<file path="config.mk">
export PLATFORM = sky130hd
export DESIGN_NAME = axi_mem_arbiter_flat
export DESIGN_NICKNAME = d
export VERILOG_FILES = /design/src/rtl/axi_mem_arbiter_pkg.sv /design/src/rtl/axi_mem_arbiter_if.sv /design/src/rtl/axi_mem_arbiter.sv /design/src/flat_wrapper.sv
export SDC_FILE = /design/constraint.sdc
export NUM_CORES = 1
export LEC_CHECK = 0
export ABC_AREA = 1
export CAP_MARGIN = 20
export CORE_AREA = 2 2 150 152
export CTS_CLUSTER_DIAMETER = 50
export DETAILED_ROUTE_END_ITERATION = 7
export DIE_AREA = 0 0 152 154
export PLACE_DENSITY = 0.55
export SYNTH_ARGS = -nofsm -noshare
export SYNTH_HDL_FRONTEND = slang
export SYNTH_SLANG_ARGS = --single-unit
</file>
<file path="constraint.sdc">
create_clock -name clk -period 1.6 [get_ports clk]
set_clock_uncertainty 0.2 [all_clocks]
set_input_delay 0.16 -clock clk [delete_from_list [all_inputs] [get_ports clk]]
set_output_delay 0.16 -clock clk [all_outputs]
set_load 0.02 [all_outputs]
</file>
<file path="src/rtl/axi_mem_arbiter_pkg.sv">
// -----------------------------------------------------------------------------
// axi_mem_arbiter_pkg
//   Shared definitions for the IF/MEM to AXI4 arbiter: default bus widths,
//   the doubleword offset width used for address alignment, the FSM state
//   encoding and the transaction-owner encoding.
// -----------------------------------------------------------------------------
package axi_mem_arbiter_pkg;

    localparam int AXI_ADDR_W  = 32;
    localparam int AXI_DATA_W  = 64;

    // Byte-offset bits inside one 64-bit doubleword; cleared on the AXI address.
    localparam int DW_OFFSET_W = 3;

    typedef enum logic [2:0] {
        ST_IDLE = 3'd0,
        ST_AR   = 3'd1,
        ST_R    = 3'd2,
        ST_WA   = 3'd3,
        ST_B    = 3'd4
    } arb_state_e;

    typedef enum logic {
        OWN_IF  = 1'b0,
        OWN_MEM = 1'b1
    } arb_owner_e;

endpackage

</file>
<file path="src/rtl/axi_mem_arbiter_if.sv">
// -----------------------------------------------------------------------------
// axi_mem_arbiter_if
//   Single-beat AXI4 subset shared by the arbiter and the memory slave.
//   One address bus (ax_addr) serves both AR and AW because only one
//   transaction is ever in flight.
//   Modports:
//     master : arbiter side  (drives addr/valids/ready-for-responses, w data)
//     slave  : memory side   (drives address/data readies, r data, responses)
// -----------------------------------------------------------------------------
interface axi_mem_arbiter_if
    import axi_mem_arbiter_pkg::*;
#(
    parameter int ADDR_W = AXI_ADDR_W,
    parameter int DATA_W = AXI_DATA_W
) ();

    logic [ADDR_W-1:0]   ax_addr;
    logic                ar_valid;
    logic                ar_ready;
    logic                r_valid;
    logic                r_ready;
    logic [DATA_W-1:0]   r_data;
    logic                aw_valid;
    logic                aw_ready;
    logic                w_valid;
    logic                w_ready;
    logic [DATA_W-1:0]   w_data;
    logic [DATA_W/8-1:0] w_strb;
    logic                b_valid;
    logic                b_ready;

    modport master (
        output ax_addr, ar_valid, r_ready, aw_valid, w_valid, w_data, w_strb, b_ready,
        input  ar_ready, r_valid, r_data, aw_ready, w_ready, b_valid
    );

    modport slave (
        input  ax_addr, ar_valid, r_ready, aw_valid, w_valid, w_data, w_strb, b_ready,
        output ar_ready, r_valid, r_data, aw_ready, w_ready, b_valid
    );

endinterface

</file>
<file path="src/rtl/axi_mem_arbiter.sv">
// -----------------------------------------------------------------------------
// axi_mem_arbiter
//   Shares the core's single AXI4 master port between instruction fetch (IF,
//   read-only) and the MEM stage (loads/stores). One single-beat transaction
//   is sequenced at a time; MEM has fixed priority over IF.
//   Ports:
//     clk, reset            clock, synchronous active-high reset
//     if_req_i/if_addr_i    IF read request, held until if_done_o
//     if_done_o             one-cycle pulse, IF read complete
//     mem_req_i/mem_wen_i/mem_addr_i/mem_wdata_i/mem_wstrb_i
//                           MEM request, all held stable until mem_done_o
//     mem_done_o            one-cycle pulse, MEM read or write complete
//     rsp_rdata_o           read data, valid in the done cycle only
//     axi                   AXI master side (axi_mem_arbiter_if.master)
//   Valid/ready, ax_addr, w_data and w_strb are registered; done pulses and
//   rsp_rdata are combinational from the response beat.
// -----------------------------------------------------------------------------
module axi_mem_arbiter
    import axi_mem_arbiter_pkg::*;
#(
    parameter int ADDR_W = AXI_ADDR_W,
    parameter int DATA_W = AXI_DATA_W
) (
    input  logic                clk,
    input  logic                reset,

    input  logic                if_req_i,
    input  logic [ADDR_W-1:0]   if_addr_i,
    output logic                if_done_o,

    input  logic                mem_req_i,
    input  logic                mem_wen_i,
    input  logic [ADDR_W-1:0]   mem_addr_i,
    input  logic [DATA_W-1:0]   mem_wdata_i,
    input  logic [DATA_W/8-1:0] mem_wstrb_i,
    output logic                mem_done_o,

    output logic [DATA_W-1:0]   rsp_rdata_o,

    axi_mem_arbiter_if.master   axi
);

    // Clears the byte offset so every access is doubleword aligned;
    // requesters pick their own lanes out of the 64-bit beat.
    localparam logic [ADDR_W-1:0] ALIGN_MASK =
        ~{{(ADDR_W-DW_OFFSET_W){1'b0}}, {DW_OFFSET_W{1'b1}}};

    arb_state_e          state_q;
    arb_owner_e          owner_q;
    logic [ADDR_W-1:0]   ax_addr_q;
    logic [DATA_W-1:0]   w_data_q;
    logic [DATA_W/8-1:0] w_strb_q;
    logic                ar_valid_q;
    logic                r_ready_q;
    logic                aw_valid_q;
    logic                w_valid_q;
    logic                b_ready_q;
    logic                aw_done_q;
    logic                w_done_q;

    logic                aw_done_d;
    logic                w_done_d;
    logic                rd_beat;
    logic                wr_resp;

    // Write-channel completion including a handshake happening this cycle,
    // so AW and W finishing on the same edge still leads straight to B.
    always_comb begin
        aw_done_d = aw_done_q | (aw_valid_q & axi.aw_ready);
        w_done_d  = w_done_q  | (w_valid_q  & axi.w_ready);
    end

    // Response beats that complete a transaction; suppressed under reset so
    // an abandoned transaction never reports completion.
    always_comb begin
        rd_beat = (state_q == ST_R) & axi.r_valid & ~reset;
        wr_resp = (state_q == ST_B) & axi.b_valid & ~reset;
    end

    // Transaction FSM: arbitration, request latching and AXI handshakes.
    always_ff @(posedge clk) begin
        if (reset) begin
            state_q    <= ST_IDLE;
            owner_q    <= OWN_IF;
            ax_addr_q  <= {ADDR_W{1'b0}};
            w_data_q   <= {DATA_W{1'b0}};
            w_strb_q   <= {(DATA_W/8){1'b0}};
            ar_valid_q <= 1'b0;
            r_ready_q  <= 1'b0;
            aw_valid_q <= 1'b0;
            w_valid_q  <= 1'b0;
            b_ready_q  <= 1'b0;
            aw_done_q  <= 1'b0;
            w_done_q   <= 1'b0;
        end else begin
            case (state_q)
                ST_IDLE: begin
                    // MEM always wins; IF can starve while MEM keeps
                    // requesting, which is fine because MEM stalls the pipe.
                    if (mem_req_i) begin
                        owner_q   <= OWN_MEM;
                        ax_addr_q <= mem_addr_i & ALIGN_MASK;
                        w_data_q  <= mem_wdata_i;
                        w_strb_q  <= mem_wstrb_i;
                        if (mem_wen_i) begin
                            state_q    <= ST_WA;
                            aw_valid_q <= 1'b1;
                            w_valid_q  <= 1'b1;
                            aw_done_q  <= 1'b0;
                            w_done_q   <= 1'b0;
                        end else begin
                            state_q    <= ST_AR;
                            ar_valid_q <= 1'b1;
                        end
                    end else if (if_req_i) begin
                        owner_q    <= OWN_IF;
                        ax_addr_q  <= if_addr_i & ALIGN_MASK;
                        state_q    <= ST_AR;
                        ar_valid_q <= 1'b1;
                    end else begin
                        state_q <= ST_IDLE;
                    end
                end

                ST_AR: begin
                    if (axi.ar_ready) begin
                        ar_valid_q <= 1'b0;
                        r_ready_q  <= 1'b1;
                        state_q    <= ST_R;
                    end else begin
                        state_q <= ST_AR;
                    end
                end

                ST_R: begin
                    if (axi.r_valid) begin
                        r_ready_q <= 1'b0;
                        state_q   <= ST_IDLE;
                    end else begin
                        state_q <= ST_R;
                    end
                end

                ST_WA: begin
                    // AW and W drop independently once each has handshaken.
                    aw_done_q  <= aw_done_d;
                    w_done_q   <= w_done_d;
                    aw_valid_q <= ~aw_done_d;
                    w_valid_q  <= ~w_done_d;
                    if (aw_done_d && w_done_d) begin
                        b_ready_q <= 1'b1;
                        state_q   <= ST_B;
                    end else begin
                        state_q <= ST_WA;
                    end
                end

                ST_B: begin
                    if (axi.b_valid) begin
                        b_ready_q <= 1'b0;
                        state_q   <= ST_IDLE;
                    end else begin
                        state_q <= ST_B;
                    end
                end

                default: begin
                    state_q    <= ST_IDLE;
                    ar_valid_q <= 1'b0;
                    r_ready_q  <= 1'b0;
                    aw_valid_q <= 1'b0;
                    w_valid_q  <= 1'b0;
                    b_ready_q  <= 1'b0;
                end
            endcase
        end
    end

    assign if_done_o   = rd_beat & (owner_q == OWN_IF);
    assign mem_done_o  = (rd_beat & (owner_q == OWN_MEM)) | wr_resp;
    assign rsp_rdata_o = axi.r_data;

    assign axi.ax_addr  = ax_addr_q;
    assign axi.ar_valid = ar_valid_q;
    assign axi.r_ready  = r_ready_q;
    assign axi.aw_valid = aw_valid_q;
    assign axi.w_valid  = w_valid_q;
    assign axi.w_data   = w_data_q;
    assign axi.w_strb   = w_strb_q;
    assign axi.b_ready  = b_ready_q;

endmodule
</file>
<file path="src/flat_wrapper.sv">
// flat-port wrapper written by rule: the top's interface ports become plain ports
module axi_mem_arbiter_flat import axi_mem_arbiter_pkg::*;
#(
    parameter int ADDR_W = AXI_ADDR_W,
    parameter int DATA_W = AXI_DATA_W
)
  (clk, reset, if_req_i, if_addr_i, if_done_o, mem_req_i, mem_wen_i, mem_addr_i, mem_wdata_i, mem_wstrb_i, mem_done_o, rsp_rdata_o, axi_ax_addr, axi_ar_valid, axi_r_ready, axi_aw_valid, axi_w_valid, axi_w_data, axi_w_strb, axi_b_ready, axi_ar_ready, axi_r_valid, axi_r_data, axi_aw_ready, axi_w_ready, axi_b_valid);
  axi_mem_arbiter_if #(.ADDR_W(ADDR_W), .DATA_W(DATA_W)) axi_i ();
  input  logic clk;
  input  logic reset;
  input  logic if_req_i;
  input  logic [ADDR_W-1:0] if_addr_i;
  output logic if_done_o;
  input  logic mem_req_i;
  input  logic mem_wen_i;
  input  logic [ADDR_W-1:0] mem_addr_i;
  input  logic [DATA_W-1:0] mem_wdata_i;
  input  logic [DATA_W/8-1:0] mem_wstrb_i;
  output logic mem_done_o;
  output logic [DATA_W-1:0] rsp_rdata_o;
  output wire logic [$bits(axi_i.ax_addr)-1:0] axi_ax_addr;
  output wire logic [$bits(axi_i.ar_valid)-1:0] axi_ar_valid;
  output wire logic [$bits(axi_i.r_ready)-1:0] axi_r_ready;
  output wire logic [$bits(axi_i.aw_valid)-1:0] axi_aw_valid;
  output wire logic [$bits(axi_i.w_valid)-1:0] axi_w_valid;
  output wire logic [$bits(axi_i.w_data)-1:0] axi_w_data;
  output wire logic [$bits(axi_i.w_strb)-1:0] axi_w_strb;
  output wire logic [$bits(axi_i.b_ready)-1:0] axi_b_ready;
  input wire logic [$bits(axi_i.ar_ready)-1:0] axi_ar_ready;
  input wire logic [$bits(axi_i.r_valid)-1:0] axi_r_valid;
  input wire logic [$bits(axi_i.r_data)-1:0] axi_r_data;
  input wire logic [$bits(axi_i.aw_ready)-1:0] axi_aw_ready;
  input wire logic [$bits(axi_i.w_ready)-1:0] axi_w_ready;
  input wire logic [$bits(axi_i.b_valid)-1:0] axi_b_valid;
  assign axi_ax_addr = axi_i.ax_addr;
  assign axi_ar_valid = axi_i.ar_valid;
  assign axi_r_ready = axi_i.r_ready;
  assign axi_aw_valid = axi_i.aw_valid;
  assign axi_w_valid = axi_i.w_valid;
  assign axi_w_data = axi_i.w_data;
  assign axi_w_strb = axi_i.w_strb;
  assign axi_b_ready = axi_i.b_ready;
  assign axi_i.ar_ready = axi_ar_ready;
  assign axi_i.r_valid = axi_r_valid;
  assign axi_i.r_data = axi_r_data;
  assign axi_i.aw_ready = axi_aw_ready;
  assign axi_i.w_ready = axi_w_ready;
  assign axi_i.b_valid = axi_b_valid;
  axi_mem_arbiter #(.ADDR_W(ADDR_W), .DATA_W(DATA_W)) u_core (.clk(clk), .reset(reset), .if_req_i(if_req_i), .if_addr_i(if_addr_i), .if_done_o(if_done_o), .mem_req_i(mem_req_i), .mem_wen_i(mem_wen_i), .mem_addr_i(mem_addr_i), .mem_wdata_i(mem_wdata_i), .mem_wstrb_i(mem_wstrb_i), .mem_done_o(mem_done_o), .rsp_rdata_o(rsp_rdata_o), .axi(axi_i));
endmodule
</file>
* Yosys cells after proc, flatten, opt, wreduce, memory -nomap -nowiden
Index checks and enable logic that the tools add are counted.
Storage, ports and cells: output and inout bits 175, bits in registers 115, bits of input ports 210
Operators by class: reductions and logical operators 15, bitwise operators 19, eq/ne operators 12, multiplexer cells 31
Operators by type and width (count):
- 32-bit two-way mux | 2
- 1-bit two-way mux | 15
- 1-bit case mux with 3 select lines | 5
- 3-bit case mux with 5 select lines | 1
- 3-bit AND reduction | 4
- 3-bit OR reduction | 4
- 2-bit inequality test (second input constant) | 5
- 3-bit two-way mux | 3
- 1-bit AND | 8
- 1-bit inverter | 8
- 3-bit by 2-bit == test with 1-bit output (second input constant) | 2
- 2-bit two-way mux | 3
- 3-bit inequality test (second input constant) | 2
- 1-bit case mux with 2 select lines | 2
- 2-bit AND reduction | 2
- 4-bit AND reduction | 1
- 2-bit nonzero test | 2
- 3-bit by 1-bit == test with 1-bit output (second input constant) | 1
- 3-bit == test (second input constant) | 1
- 3-bit logical NOT | 1
- 1-bit OR | 3
- 2-bit by 1-bit inequality test with 1-bit output (second input constant) | 1
- 1-bit logical AND | 1

* Logic depth before layout (Yosys ltp)
Gate-level depths: netlist of run 1.
word-level depth 5, depth in mapped cells 8, mapped depth without buffers 8

* Least setup slack after synthesis of run 1
No wires, ideal clock.
path type reg2out, start register u_core.state_q[1], end output mem_done_o, slack 94 ps, stages on the path, launching flop included 4, data arrival time 1146 ps, path buffers 0, path through dfxtp_1 -> nor2_1 -> nand2_1 -> o32ai_1
Between the ends: word-level cells in the longest chain between the ends 5, elaborated cells between the ends (all ways) 8, those cells by class 2 x eq/ne; 6 x bitwise
Ends and longest elaborated chain:
- start: declaration | RTL line axi_mem_arbiter.sv:48 | arb_state_e state_q;
- start signal: assignment | RTL line axi_mem_arbiter.sv:83 | state_q <= ST_IDLE;
- start signal: assignment | RTL line axi_mem_arbiter.sv:106 | state_q <= ST_WA;
- start signal: assignment | RTL line axi_mem_arbiter.sv:112 | state_q <= ST_AR;
- 3-bit by 2-bit == test with 1-bit output | RTL line axi_mem_arbiter.sv:76 | rd_beat = (state_q == ST_R) & axi.r_valid & ~reset;
- 1-bit AND (2 in a row) | RTL line axi_mem_arbiter.sv:76
- 1-bit AND | RTL line axi_mem_arbiter.sv:180 | assign mem_done_o = (rd_beat & (owner_q == OWN_MEM)) | wr_resp;
- 1-bit OR * | RTL line axi_mem_arbiter.sv:180
- end: declaration | RTL line flat_wrapper.sv:19 | output logic mem_done_o;
Every way passes the cells marked *; elsewhere a longest branch is shown, timed or not.

* Worst setup path in the final report of run 1
Same ends and word-level chain as after synthesis.

==> results of run 1 <==
[synthesized netlist by cell type]
master,n
clkbuf_1,16
nor2_4,1
inv_2,3
a31oi_1,1
inv_1,12
nor2_1,10
conb_1,1
nand3_1,110
o32ai_1,1
buf_2,28
o21ai_1,1
nand2_2,3
dfxtp_1,112
buf_4,68
buf_6,6
a21oi_1,111
nand2_1,222
buf_1,1
[state kept, by name (all words and copies together) (netlist names)]
signal and flops:
u_core.aw_done_q 1, u_core.axi.ar_valid 1, u_core.axi.aw_valid 1, u_core.axi.ax_addr 29, u_core.axi.b_ready 1, u_core.axi.r_ready 1
u_core.axi.w_data 64, u_core.axi.w_strb 8, u_core.axi.w_valid 1, u_core.owner_q 1, u_core.state_q 3, u_core.w_done_q 1
[report_power, final]
group          internal (mW)  total [mW]  switching, mW  leakage (nW)
sequential              3.04        3.18          0.133         0.920
clock                   1.13        2.26           1.13         0.135
combinational           1.48        3.05           1.57          2.69
[path summary, 6_finish.rpt]
path              slack [ns]                                  to                          startpoint
hold / removal          0.12                     rsp_rdata_o[11]                      axi_r_data[11]
setup / recovery       -0.13                          mem_done_o        u_core.state_q[1]$_SDFF_PP0_
hold reg to reg         0.26  u_core.axi.w_data[55]$_SDFFE_PP0P_  u_core.axi.w_data[55]$_SDFFE_PP0P_
setup reg to reg       -0.11  u_core.axi.w_data[21]$_SDFFE_PP0P_        u_core.state_q[1]$_SDFF_PP0_
[final cells by class]
class | instances | area [um^2] | share of cell area, %
clock buffer | 12 | 246 | 2.85
clock inverter | 4 | 36.3 | 0.420
inverter | 15 | 56.3 | 0.652
multi-input combinational | 463 | 2570 | 29.8
sequential | 112 | 2250 | 26.0
tap | 280 | 350 | 4.06
timing repair buffer | 299 | 3130 | 36.2
[worst max-delay path, cell delays in order, from the launching register on]
cell and delay [ns]:
dfxtp_4 0.37, nor2_2 0.13, nand2_1 0.11, o32ai_2 0.22
buf_4 0.18
[metrics by stage]
stage	util [%]	hold WS, ns	instance area, um^2
after global routing	39.8	0.120	8640
after floorplan	-	0.124	5120
final	39.8	0.120	8640
after CTS	37.9	0.120	8210
after global placement	34.5	0.120	7480
after detailed placement	34.5	0.120	7480
[layer usage]
| layer | part of all wire (%) | vias up | global-route usage, % |
|---|---|---|---|
| met5 | 0 | - | 0 |
| met4 | 2.6 | 0 | 6.05 |
| met3 | 8.0 | 41 | 5.16 |
| met2 | 48 | 214 | 26.7 |
| met1 | 41 | 2428 | 18.1 |
| li1 | - | 2627 | - |
[cells in the final DEF (no fill, tap or decap), types with 3 or more instances in the layout]
master / n
nand3_2: 22
nand3_1: 74
buf_12: 12
dfxtp_1: 109
nand2_1: 198
a21oi_2: 31
nand3_4: 14
nand2_4: 5
buf_16: 8
inv_1: 11
buf_6: 10
nand2_2: 20
clkbuf_16: 12
clkdlybuf4s50_1: 137
nor2_1: 7
inv_2: 4
a21oi_1: 80
conb_1: 3
dlygate4sd2_1: 106
buf_4: 22
[repair_timing]
item,4_1_cts,5_1_grt
endpoints found under the setup margin,206,111
gates resized for setup,171,95
gates cloned,10,3
setup buffers,12,2
pin swaps,33,42
[logic make-up (layout without fill, tap and decap cells)]
family                 Yosys count  after routing  synth area share, %
DFF                            112            112                 43.9
and+or+nand+nor                346            346                 28.4
buffers and inverters          134            330                 16.4
AOI/OAI and AO/OA              114            114                 11.3
other                            1              3               0.0734
==> results.sh, run 1 <==
export IMPL_syn_cell_area_um2=5110
export IMPL_routed_wl_um=19300
export IMPL_status="finished, violations left"
export IMPL_gr_usage_all_layers_pct=15.6
export IMPL_worstPathRequired_ns=1.24
export IMPL_clk_pin_slew_ns=0.08
export IMPL_antenna_found_initial=0
export IMPL_min_path_type="input pin to output port"
export IMPL_cp_arrival_ns=1.37
export IMPL_synth_area_leaders="dfxtp_1, nand2_1, a21oi_1"
export IMPL_synth_top_area_share_pct=43.9
export IMPL_crit_fanout=3
export IMPL_gr_total_overflow=0
export IMPL_ys_seq_elements=112
export IMPL_htreeDepth=3
export IMPL_irDropWorstVdd_uv=374
export IMPL_nets=1110
export IMPL_slew_violations=0
export IMPL_die_area_um2=23400
export IMPL_drive_gt1_share_pct=19.4
export IMPL_placementRows=54
export IMPL_clock_sinks=112
export IMPL_dp_slack_ns=-0.419
export IMPL_syn_to_final_growth_pct=69.0
export IMPL_max_freq_mhz=580
export IMPL_slew_limit_headroom_pct=36.8
export IMPL_cts_tree="built"
export IMPL_grt_pass1_vias=5060
export IMPL_final_setup_worst_slack_ns=-0.125
export IMPL_power_total_mw=8.48
export IMPL_finalHoldViolCount=0
export IMPL_fp_dieW_um=152
export IMPL_wire_per_inst_um=16.3
export IMPL_worst_pin_slew_ns=0.948
export IMPL_crit_type="flop to output port"
export IMPL_gp_congestion=0.755
export IMPL_clockBufferDepth=2
export IMPL_maxCapViolations=0
export IMPL_vias=5310
export IMPL_hpwl_um=12300
export IMPL_fin_crit_ns=1.73
export IMPL_ant_nets=0
export IMPL_worst_r2r_path_depth=9
export IMPL_drt_iter0_markers=230
export IMPL_dieHeight_um=154
export IMPL_rsz0062_at_grt="yes"
export IMPL_min_period_over_period_pct=108
export IMPL_seq_area_frac_synth_pct=43.9
export IMPL_fillers=2290
export IMPL_root_buffer="clkbuf_16"
export IMPL_setup_tns_ns=-5.55
export IMPL_pwr_density_cell_nw_per_um2=982
export IMPL_min_path_cells=0
export IMPL_antenna_cells=0
export IMPL_avgSynthCellArea_um2=7.23
export IMPL_cp_end_kind="output port"
export IMPL_drc_errors=0
export IMPL_initial_core_util_pct=23.6
export IMPL_core_um2=21700
export IMPL_drt_vias_per_instance=4.48
export IMPL_ys_warnings_count=0
export IMPL_numCtsBuffers=9
export IMPL_yosys_area_top_type="dfxtp_1"
export IMPL_netlist_instances=707
export IMPL_holdBufCountCts=0
export IMPL_stdcell_count=1185
export IMPL_drt_pass1_iterations=4
export IMPL_numPortBuffers=247
export IMPL_grt_max_degree=81
export IMPL_crit_path_start_kind="flop"
export IMPL_grt_first_pass_wirelength_um=29000
export IMPL_dp_cells=1146
export IMPL_pin_count=385
export IMPL_violations="setup timing"
export IMPL_leakagePower_nw=3.75
export IMPL_finalSetupViolCount=105
export IMPL_clock_latency_ns=0.35
export IMPL_synth_cell_type_count=18
Power figures use the tool's default switching activity.
==> run 2, diff against run 1 <==
- CELL_PAD_IN_SITES_DETAIL_PLACEMENT: unset -> 1
- CELL_PAD_IN_SITES_GLOBAL_PLACEMENT: unset -> 1
- CORE_AREA: 2 2 150 152 -> unset
- CORE_UTILIZATION: unset -> 22
- DIE_AREA: 0 0 152 154 -> unset
- PLACE_DENSITY: 0.55 -> 0.76
==> results.sh, run 2 (synthesis results as in run 1) <==
export IMPL_clockBufferDepth=2
export IMPL_drc_errors=0
export IMPL_worst_pin_slew_ns=0.800
export IMPL_min_period_over_period_pct=113
export IMPL_irDropWorstVdd_uv=417
export IMPL_grt_pass1_vias=5775
export IMPL_fp_dieW_um=154
export IMPL_drt_iter0_markers=164
export IMPL_violations="setup timing"
export IMPL_nets=1145
export IMPL_initial_core_util_pct=22.5
export IMPL_slowest_stage="dfxtp_2"
export IMPL_ant_nets=0
export IMPL_gp_congestion=0.753
export IMPL_syn_to_final_growth_pct=83.0
export IMPL_clock_sinks=112
export IMPL_slowest_delay_ns=0.34
export IMPL_cts_tree="built"
export IMPL_placementRows=55
export IMPL_wl_met2_um=10900
export IMPL_gr_usage_all_layers_pct=17.2
export IMPL_core_um2=22700
export IMPL_crit_type="flop to flop"
export IMPL_gr_total_overflow=0
export IMPL_met3_wirelength_um=1390
export IMPL_wire_per_inst_um=17.6
export IMPL_placed_cell_area_um2=7560
export IMPL_die_area_um2=23800
export IMPL_fin_util_pct=41.2
export IMPL_highest_layer="met4"
export IMPL_path_buf_inv=7
export IMPL_dieHeight_um=154
export IMPL_numPortBuffers=247
export IMPL_clock_latency_ns=0.35
export IMPL_clk_pin_slew_ns=0.08
export IMPL_status="finished, violations left"
export IMPL_met1Wirelength_um=8510
export IMPL_fin_crit_ns=1.80
export IMPL_cp_arrival_ns=1.88
export IMPL_drive_gt1_share_pct=26.7
export IMPL_crit_path_start_kind="flop"
export IMPL_finalSetupViolCount=108
export IMPL_root_buffer="clkbuf_16"
export IMPL_path_common_cell="buf_12"
export IMPL_pin_count=385
export IMPL_min_path_type="input pin to output port"
export IMPL_drt_pass1_iterations=4
export IMPL_worstPathRequired_ns=1.68
export IMPL_hpwl_um=13100
export IMPL_max_freq_mhz=555
export IMPL_final_common_cell="nand2_1"
export IMPL_antenna_found_initial=0
export IMPL_numCtsBuffers=9
export IMPL_vias=5500
export IMPL_final_cell_mix="nand2_1, clkdlybuf4s50_1, dfxtp_1"
export IMPL_fin_area_um2=9350
export IMPL_rsz0062_at_grt="yes"
export IMPL_crit_fanout=6
export IMPL_antenna_cells=0
export IMPL_slew_violations=0
export IMPL_maxCapViolations=0
export IMPL_cp_end_kind="flop"
export IMPL_slew_limit_headroom_pct=46.7
export IMPL_finalHoldViolCount=0
export IMPL_path_delay_family="buffers and inverters"
export IMPL_grt_max_degree=60
export IMPL_largest_register_ffs=64
export IMPL_htreeDepth=3
export IMPL_pwr_density_cell_nw_per_um2=988
export IMPL_drt_vias_per_instance=4.49
export IMPL_routed_wl_um=21500
export IMPL_leakagePower_nw=4.14
export IMPL_grt_first_pass_wirelength_um=31700
export IMPL_cp_cell_sequence="buf_6, buf_6, nor2_4, buf_12, buf_12, buf_12, buf_12, buf_8, nand3_1, a21oi_1"
export IMPL_final_setup_worst_slack_ns=-0.202
[run 2: per-stage QoR]
stage / power (mW) / worst slack (ns) / setup TNS [ns] / hold WS, ns / instances
after floorplan: 4.64 / 0.0935 / 0 / 0.124 / 709
after CTS: 9.11 / -0.212 / -15.63 / 0.120 / 1217
final: 9.24 / -0.202 / -12.49 / 0.120 / 1225
after global placement: 5.67 / -0.531 / -6.61 / 0.120 / 1160
after global routing: 9.71 / -0.251 / -18.79 / 0.120 / 1225
after detailed placement: 5.70 / -0.601 / -8.17 / 0.120 / 1160
[run 2: power breakdown]
| group | total, mW | internal (mW) | switching, mW |
|---|---|---|---|
| registers | 3.21 | 3.04 | 0.171 |
| clock network | 2.40 | 1.28 | 1.12 |
| logic | 3.63 | 1.89 | 1.74 |
| total | 9.24 | 6.21 | 3.03 |
[run 2: final timing paths]
check | from | to | slack (ns) | cells after the start
worst min-delay path | axi_r_data[11] | rsp_rdata_o[11] | 0.12 | 0
worst max register to register | u_core.state_q[2]$_SDFF_PP0_ | u_core.axi.w_data[25]$_SDFFE_PP0P_ | -0.20 | 10
worst min register to register | u_core.axi.ax_addr[11]$_SDFFE_PP0P_ | u_core.axi.ax_addr[11]$_SDFFE_PP0P_ | 0.26 | 2
worst max-delay path | u_core.state_q[2]$_SDFF_PP0_ | u_core.axi.w_data[25]$_SDFFE_PP0P_ | -0.20 | 10
[run 2: timing repair]
action,4_1_cts,5_1_grt
hold buffers,1,0
endpoints found under the setup margin,216,112
cloned,18,4
buffers inserted,22,12
gates resized for setup,236,110
endpoints found under the hold margin,5,0
pin swaps,62,34
[run 2: area by class of cell]
| class | count | area, um^2 |
|---|---|---|
| inverters | 15 | 61.3 |
| repair buffers | 334 | 3690 |
| multi-input cells | 463 | 2690 |
| well taps | 285 | 357 |
| clock inverters | 5 | 65.1 |
| flip-flops and latches | 112 | 2250 |
| fillers | 2628 | 13400 |
| clock buffers | 11 | 243 |
[run 2: routing by layer]
metal	vias to the layer above	global-route usage (%)
met4	0	6.46
met2	199	31.7
li1	2699	-
met5	-	0
met1	2553	18.5
met3	49	5.02
